===== config.mk =====
export PLATFORM = sky130hd
export DESIGN_NAME = rtc_lectura
export DESIGN_NICKNAME = d
export VERILOG_FILES = /design/src/rtl/rtc_pkg.sv /design/src/rtl/rtc_bus_ciclo.sv /design/src/rtl/rtc_lectura.sv
export SDC_FILE = /design/constraint.sdc
export NUM_CORES = 1
export LEC_CHECK = 0
export CAP_MARGIN = 20
export CORE_MARGIN = 5
export CORE_UTILIZATION = 58
export DETAILED_ROUTE_END_ITERATION = 10
export HOLD_SLACK_MARGIN = 0.08
export PLACE_DENSITY = 0.84
export REMOVE_ABC_BUFFERS = 1
export SYNTH_ARGS = -nofsm -noshare
export SYNTH_HDL_FRONTEND = slang
export SYNTH_SLANG_ARGS = --single-unit

===== constraint.sdc =====
create_clock -name clk -period 5.9 [get_ports clk]
set_clock_uncertainty 0.2 [all_clocks]
set_input_delay 0.885 -clock clk [delete_from_list [all_inputs] [get_ports clk]]
set_output_delay 0.885 -clock clk [all_outputs]
set_load 0.02 [all_outputs]

===== src/rtl/rtc_pkg.sv =====
// rtc_pkg: shared definitions for the RTC read path.
//   - rtc_state_e : bus-cycle / burst states
//   - NUM_REGS    : number of RTC registers read per burst
//   - RTC_RD_ADDR : RTC register address for each burst index
//   - bus_ctl_t   : bus strobe bundle, with one constant per phase
package rtc_pkg;

    localparam int NUM_REGS = 9;

    typedef enum logic [2:0] {
        ST_IDLE     = 3'd0,
        ST_ADDR     = 3'd1,
        ST_ADDR_REL = 3'd2,
        ST_DATA     = 3'd3,
        ST_DATA_REL = 3'd4,
        ST_UPDATE   = 3'd5
    } rtc_state_e;

    // Clock/date block first, then the timer block.
    localparam logic [7:0] RTC_RD_ADDR [0:NUM_REGS-1] = '{
        8'h21, 8'h22, 8'h23, 8'h24, 8'h25, 8'h26, 8'h41, 8'h42, 8'h43
    };

    typedef struct packed {
        logic cs_n;
        logic rd_n;
        logic wr_n;
        logic a_d;
        logic oe;
    } bus_ctl_t;

    localparam bus_ctl_t BUS_IDLE     = '{cs_n: 1'b1, rd_n: 1'b1, wr_n: 1'b1, a_d: 1'b0, oe: 1'b0};
    localparam bus_ctl_t BUS_ADDR     = '{cs_n: 1'b0, rd_n: 1'b1, wr_n: 1'b0, a_d: 1'b0, oe: 1'b1};
    localparam bus_ctl_t BUS_ADDR_REL = '{cs_n: 1'b1, rd_n: 1'b1, wr_n: 1'b1, a_d: 1'b0, oe: 1'b1};
    localparam bus_ctl_t BUS_DATA     = '{cs_n: 1'b0, rd_n: 1'b0, wr_n: 1'b1, a_d: 1'b1, oe: 1'b0};

    // DATA_REL drives the same levels as idle: every strobe released.
    function automatic bus_ctl_t bus_ctl(input rtc_state_e st);
        case (st)
            ST_ADDR:     return BUS_ADDR;
            ST_ADDR_REL: return BUS_ADDR_REL;
            ST_DATA:     return BUS_DATA;
            default:     return BUS_IDLE;
        endcase
    endfunction

endpackage


===== src/rtl/rtc_bus_ciclo.sv =====
// rtc_bus_ciclo: sequences one RTC read access (ADDR, ADDR_REL, DATA, DATA_REL),
// each phase lasting T_PH cycles. All bus outputs are registered.
//   go/addr   : request an access; sampled while idle or on the last access cycle
//   ad_in     : bus data from the RTC
//   ad_out/ad_oe/cs_n/rd_n/wr_n/a_d : registered bus drive
//   busy      : an access is in progress (registered)
//   rdata/ack : read byte, valid while ack is high (last DATA cycle)
//   fin       : last cycle of the access; a new go here chains without a gap
module rtc_bus_ciclo
    import rtc_pkg::*;
#(
    parameter int T_PH = 4
) (
    input  logic       clk,
    input  logic       reset,
    input  logic       go,
    input  logic [7:0] addr,
    input  logic [7:0] ad_in,
    output logic [7:0] ad_out,
    output logic       ad_oe,
    output logic       cs_n,
    output logic       rd_n,
    output logic       wr_n,
    output logic       a_d,
    output logic       busy,
    output logic [7:0] rdata,
    output logic       ack,
    output logic       fin
);

    localparam int PW = (T_PH > 1) ? $clog2(T_PH) : 1;
    localparam logic [PW-1:0] PH_LAST = PW'(T_PH - 1);

    rtc_state_e    phase_q, phase_d;
    logic [PW-1:0] cnt_q, cnt_d;
    logic [7:0]    ad_out_q, ad_out_d;
    bus_ctl_t      ctl_q, ctl_d;
    logic          busy_q, busy_d;
    logic          ph_end;

    assign ph_end = (cnt_q == PH_LAST);
    assign ack    = (phase_q == ST_DATA) && ph_end;
    assign fin    = (phase_q == ST_DATA_REL) && ph_end;
    assign rdata  = ad_in;

    always_comb begin
        // NOTE: every variable gets a default first so no path through this block infers a latch.
        phase_d  = phase_q;
        cnt_d    = cnt_q;
        ad_out_d = ad_out_q;
        if (go && (phase_q == ST_IDLE || fin)) begin
            phase_d  = ST_ADDR;
            cnt_d    = '0;
            ad_out_d = addr;
        end else if (phase_q != ST_IDLE) begin
            if (ph_end) begin
                cnt_d = '0;
                case (phase_q)
                    ST_ADDR:     phase_d = ST_ADDR_REL;
                    ST_ADDR_REL: phase_d = ST_DATA;
                    ST_DATA:     phase_d = ST_DATA_REL;
                    default:     phase_d = ST_IDLE;
                endcase
            end else begin
                cnt_d = cnt_q + 1'b1;
            end
        end
        // Strobes are decoded from the next phase so they leave flops aligned with it.
        ctl_d  = bus_ctl(phase_d);
        busy_d = (phase_d != ST_IDLE);
    end

    // NOTE: sequential state uses non-blocking assignments so all flops update from pre-edge values.
    always_ff @(posedge clk or posedge reset) begin
        if (reset) begin
            phase_q  <= ST_IDLE;
            cnt_q    <= '0;
            ad_out_q <= '0;
            ctl_q    <= BUS_IDLE;
            busy_q   <= 1'b0;
        end else begin
            phase_q  <= phase_d;
            cnt_q    <= cnt_d;
            ad_out_q <= ad_out_d;
            ctl_q    <= ctl_d;
            busy_q   <= busy_d;
        end
    end

    assign ad_out = ad_out_q;
    assign ad_oe  = ctl_q.oe;
    assign cs_n   = ctl_q.cs_n;
    assign rd_n   = ctl_q.rd_n;
    assign wr_n   = ctl_q.wr_n;
    assign a_d    = ctl_q.a_d;
    assign busy   = busy_q;

endmodule


===== src/rtl/rtc_lectura.sv =====
// rtc_lectura: reads the nine RTC time/date/timer registers in one burst and
// publishes them atomically as 8-bit BCD fields.
//   start : one-cycle read request     hold : suspends/aborts bursts (user editing)
//   ad_in / ad_out / ad_oe / cs_n / rd_n / wr_n / a_d : RTC multiplexed bus
//   busy  : burst in progress          done : one-cycle pulse, fields just updated
//   seg_C..hora_T : BCD fields, raw RTC bytes
// The UPDATE state is the cycle in which done_q is high; the bus sequencer is idle then,
// so a queued request can start the next burst from it directly.
module rtc_lectura
    import rtc_pkg::*;
#(
    parameter int T_PH        = 4,
    parameter int AUTO_PERIOD = 1000000
) (
    input  logic       clk,
    input  logic       reset,
    input  logic       start,
    input  logic       hold,
    input  logic [7:0] ad_in,
    output logic [7:0] ad_out,
    output logic       ad_oe,
    output logic       cs_n,
    output logic       rd_n,
    output logic       wr_n,
    output logic       a_d,
    output logic       busy,
    output logic       done,
    output logic [7:0] seg_C,
    output logic [7:0] min_C,
    output logic [7:0] hora_C,
    output logic [7:0] dia,
    output logic [7:0] mes,
    output logic [7:0] ano,
    output logic [7:0] seg_T,
    output logic [7:0] min_T,
    output logic [7:0] hora_T
);

    localparam int AW = (AUTO_PERIOD > 1) ? $clog2(AUTO_PERIOD) : 1;
    localparam logic [AW-1:0] AUTO_LAST = AW'(AUTO_PERIOD - 1);
    localparam logic [3:0]    LAST_IDX  = 4'(NUM_REGS - 1);

    logic [AW-1:0] auto_cnt_q, auto_cnt_d;
    logic          auto_hit;
    logic          pending_q, pending_d;
    logic          abort_q, abort_d;
    logic          done_q, done_d;
    logic [3:0]    k_q, k_d;
    logic [7:0]    shadow_q [0:NUM_REGS-1];
    logic [7:0]    shadow_d [0:NUM_REGS-1];
    logic [7:0]    field_q  [0:NUM_REGS-1];
    logic [7:0]    field_d  [0:NUM_REGS-1];

    logic       go;
    logic [7:0] go_addr;
    logic       bus_busy;
    logic [7:0] rdata;
    logic       ack;
    logic       fin;

    // Free-running request timer; independent of the burst state.
    always_comb begin
        auto_hit   = 1'b0;
        auto_cnt_d = '0;
        if (AUTO_PERIOD != 0) begin
            auto_hit   = (auto_cnt_q == AUTO_LAST);
            auto_cnt_d = auto_hit ? '0 : auto_cnt_q + 1'b1;
        end
    end

    always_comb begin
        pending_d = pending_q | start | auto_hit;
        abort_d   = abort_q;
        done_d    = 1'b0;
        k_d       = k_q;
        go        = 1'b0;
        field_d   = field_q;
        shadow_d  = shadow_q;

        if (ack) shadow_d[k_q] = rdata;

        if (!bus_busy) begin
            // Same-cycle requests count, so a start in cycle 0 drives ADDR in cycle 1.
            abort_d = 1'b0;
            if ((pending_q || start || auto_hit) && !hold) begin
                go        = 1'b1;
                k_d       = '0;
                pending_d = 1'b0;
            end
        end else begin
            // Remember hold even if it drops before the access finishes.
            if (hold) abort_d = 1'b1;
            if (fin) begin
                abort_d = 1'b0;
                if (abort_q || hold) begin
                    pending_d = 1'b1;
                end else if (k_q != LAST_IDX) begin
                    go  = 1'b1;
                    k_d = k_q + 4'd1;
                end else begin
                    done_d  = 1'b1;
                    field_d = shadow_q;
                end
            end
        end
    end

    assign go_addr = RTC_RD_ADDR[k_d];

    rtc_bus_ciclo #(
        .T_PH (T_PH)
    ) u_bus (
        .clk    (clk),
        .reset  (reset),
        .go     (go),
        .addr   (go_addr),
        .ad_in  (ad_in),
        .ad_out (ad_out),
        .ad_oe  (ad_oe),
        .cs_n   (cs_n),
        .rd_n   (rd_n),
        .wr_n   (wr_n),
        .a_d    (a_d),
        .busy   (bus_busy),
        .rdata  (rdata),
        .ack    (ack),
        .fin    (fin)
    );

    always_ff @(posedge clk or posedge reset) begin
        if (reset) begin
            auto_cnt_q <= '0;
            pending_q  <= 1'b0;
            abort_q    <= 1'b0;
            done_q     <= 1'b0;
            k_q        <= '0;
            field_q    <= '{default: '0};
        end else begin
            auto_cnt_q <= auto_cnt_d;
            pending_q  <= pending_d;
            abort_q    <= abort_d;
            done_q     <= done_d;
            k_q        <= k_d;
            field_q    <= field_d;
        end
    end

    // NOTE: shadows carry no reset; every entry is rewritten before it can reach the fields.
    always_ff @(posedge clk) begin
        shadow_q <= shadow_d;
    end

    assign busy   = bus_busy;
    assign done   = done_q;
    assign seg_C  = field_q[0];
    assign min_C  = field_q[1];
    assign hora_C = field_q[2];
    assign dia    = field_q[3];
    assign mes    = field_q[4];
    assign ano    = field_q[5];
    assign seg_T  = field_q[6];
    assign min_T  = field_q[7];
    assign hora_T = field_q[8];

endmodule


==> key figures <==
Global routing
  • Initial antenna violation count: 0
  • Pin count of the biggest net entering global routing: 74
  • Vias in the first global route: 4808
  • First-pass GRT wire length: 24400 µm
  • GRT Residual Overflow: 0
  • Gr usage total: 0.218

Timing
  • RSZ-0062 raised after global routing: no
  • Max-slew violations: 0
  • Fin. Hold Viols: 0
  • Post-route clock period utilization: 0.631
  • Setup TNS: 0 ns
  • Headroom to the max-slew limit: 0.314
  • Max Clk Rate: 269 MHz
  • Fin crit period: 3.72 ns
  • Finish-stage setup viols: 0
  • Worst Max-Slew Pin Slew: 1.02 ns

Final layout
  • Register Area: 5040 µm²
  • Fraction of layout cells with a size suffix above 1: 0.0759
  • Multi-input gate area: 1900 µm²
  • Commonest non-fill, non-tap cell in the layout: nand2_1
  • Design area: 8810 µm²
  • Fin nets: 717
  • Fillers: 712
  • Layout area overhead: 24.7%
  • Most frequent cells in the layout: 233 x nand2_1, 112 x dfrtp_1, 95 x clkdlybuf4s50_1, 72 x edfxtp_1, 22 x nor2_1
  • Number of diodes: 0

Synth
  • Cell taking the most area after synthesis: dfrtp_1
  • Cell count after synthesis: 599
  • #FFs+latches synth: 187
  • Ys flop type: dfrtp_1
  • Top cells by area, synth: dfrtp_1 40%, edfxtp_1 31%, nand2_1 12%
  • Sequential area share after synthesis: 0.714
  • Synth Cell Area: 7070 µm²
  • Avg Cell Area, Syn: 11.8 µm²
  • YS warnings: 0
  • Synth cell types: 50
  • Async set or reset register ratio after synthesis: 0.615
  • Post-synth EDFFs: 72
  • Synth top area share: 0.397

Die
  • Row Count: 40
  • Starting Density: 0.591
  • Die W: 120 µm
  • Die area: 14500 µm²
  • Vert. Die Dim: 120 µm
  • Top Ports: 99
  • Core area: 12000 µm²

Drt
  • Routed WL: 15100 µm
  • Via count: 4705
  • Antenna-violating nets left: 0
  • DR WL/cell: 17.6 µm
  • First-pass iteration count of the detailed router: 5
  • Post-DR vias/cell: 5.48
  • Residual DRC: 0
  • Iter 0 DRT Violations: 414

Power
  • Leak: 3.95 nW
  • PD cells: 342 nW/µm²
  • VDD IR max: 0.273 mV

Clock network
  • Post-CTS Hold Buffers: 0
  • Clk_lat worst skew: 0.43 ns
  • Post-CTS Setup Bufs: 0
  • Clock Sinks: 187
  • Clk buf depth: 2
  • H-tree depth: 4
  • Total CTS buffers: 17
  • Post-CTS sizing: 0
  • Clock root cell: clkbuf_16
  • CTS tree: built
  • Clock slew at reported path FFs: 0.06 ns

Placement
  • Port Buffer Count: 95
  • Placed cell area: 8150 µm²
  • Final GP Congestion: 0.838
  • Dpl hpwl: 9840 µm

Critical path
  • Crit Path Max Fanout: 13
  • CP cell instances: ha_1 > nor4bb_1 > nand3_1 > mux2i_1 > nor2b_1 > ha_1 > mux2_4 > o22a_1
  • Crit start category: flop
  • Max stage delay on crit path: 0.93 ns
  • Slowest CP cell: nor4bb_1
  • CP endpoint kind: flop
  • Crit-path most repeated cell: ha_1
  • Critical path type: flop to flop
  • Worst Path Required: 6.02 ns
  • WP data arrival: 3.84 ns

Run status
  • Outcome: finished clean

Worst hold path
  • Type of the worst min-delay path: flop to flop

Job
  • Max-Cap Viols: 0
==> layer usage <==
layer  share of wire  vias up  global-route usage
met4           0.013        0              0.0765
met2            0.52      182               0.370
met3           0.062       17              0.0510
met5               0        -                   0
met1            0.41     2334               0.278
li1                -     2172                   -
==> registers in the layout, indices dropped and copies added, names as in the netlist, 4 cells and up <==
register,count
seg_C,8
seg_T,8
u_bus.ad_out,5
mes,8
hora_C,8
min_T,8
min_C,8
shadow_q,72
dia,8
hora_T,8
ano,8
auto_cnt_q,20
k_q,4
==> cells in the mapped netlist, types with 2 or more instances <==
| cell | n |
|---|---|
| xor2_1 | 7 |
| dfrtp_1 | 112 |
| nand3_1 | 17 |
| o21ai_0 | 4 |
| or4_1 | 2 |
| dfstp_2 | 3 |
| ha_1 | 7 |
| a21o_1 | 2 |
| a21oi_1 | 7 |
| mux2i_1 | 6 |
| and2_1 | 11 |
| o22ai_1 | 4 |
| nor2b_1 | 4 |
| nand2b_1 | 4 |
| edfxtp_1 | 72 |
| o22a_1 | 2 |
| nor3_1 | 6 |
| or2_2 | 3 |
| and3_1 | 3 |
| nand2_1 | 233 |
| clkbuf_1 | 11 |
| inv_1 | 11 |
| buf_2 | 7 |
| nor2_1 | 23 |
| buf_4 | 3 |
| xnor2_1 | 7 |
| nand3b_1 | 2 |
| nor3b_1 | 3 |
| nand4_1 | 2 |
==> worst max-delay path: cells and delay by family, from the launching register on <==
kind | cells | cell delay (ns)
adder cells (fa/ha/maj) | 2 | 0.70
AO/OA/AOI/OAI | 1 | 0.16
AND/OR/NAND/NOR | 3 | 1.51
multiplexers | 2 | 0.68
flip-flops | 1 | 0.37
==> path summary, 6_finish.rpt <==
| path | startpoint | end | slack, ns | depth (start not counted) |
|---|---|---|---|---|
| max | u_bus.cnt_q[0] | u_bus.ad_out[1] | 2.18 | 8 |
| min | shadow_q[56] | min_C[0] | 0.25 | 2 |
| max reg2reg | u_bus.cnt_q[0] | u_bus.ad_out[1] | 2.18 | 8 |
| min reg2reg | shadow_q[56] | min_C[0] | 0.25 | 2 |
| max in group asynchronous | reset | auto_cnt_q[12] | 3.58 | 3 |
| min in group asynchronous | reset | min_T[5] | 0.78 | 2 |
==> power breakdown <==
part           internal [mW]  switching, mW
logic                  0.143          0.180
registers               1.42         0.0515
clock network          0.718          0.502
total                   2.28          0.733
==> final cells by class <==
cell class,instances,share of cell area
inverters,11,0.00497
clock buffers,17,0.0483
well taps,147,0.0209
repair buffers,99,0.114
flip-flops and latches,187,0.572
clock inverters,15,0.0241
multi-input cells,382,0.216
==> cells by family after synthesis <==
family / count (synthesis) / synth area share
buffers and inverters: 32 / 0.0198
other: 1 / 0.000531
xor gates and xnor gates: 14 / 0.0174
adders and majority gates: 7 / 0.0124
AOI/OAI and AO/OA: 26 / 0.0243
muxes: 8 / 0.0122
and+or+nand+nor: 324 / 0.200
DFF: 187 / 0.714
==> per-stage QoR <==
step                      setup WS (ns)  hold slack (ns)  cells  total power, mW   util
after floorplan                    1.48            0.222    580             1.69      -
after global placement             2.25            0.225    825             1.80  0.681
after detailed placement           2.02            0.231    825             1.82  0.681
after CTS                          1.96            0.252    857             3.03  0.734
after global routing               1.87            0.259    858             3.12  0.737
final                              2.18            0.251    858             3.02  0.737
Note: power is estimated with default switching activity, not from simulation.
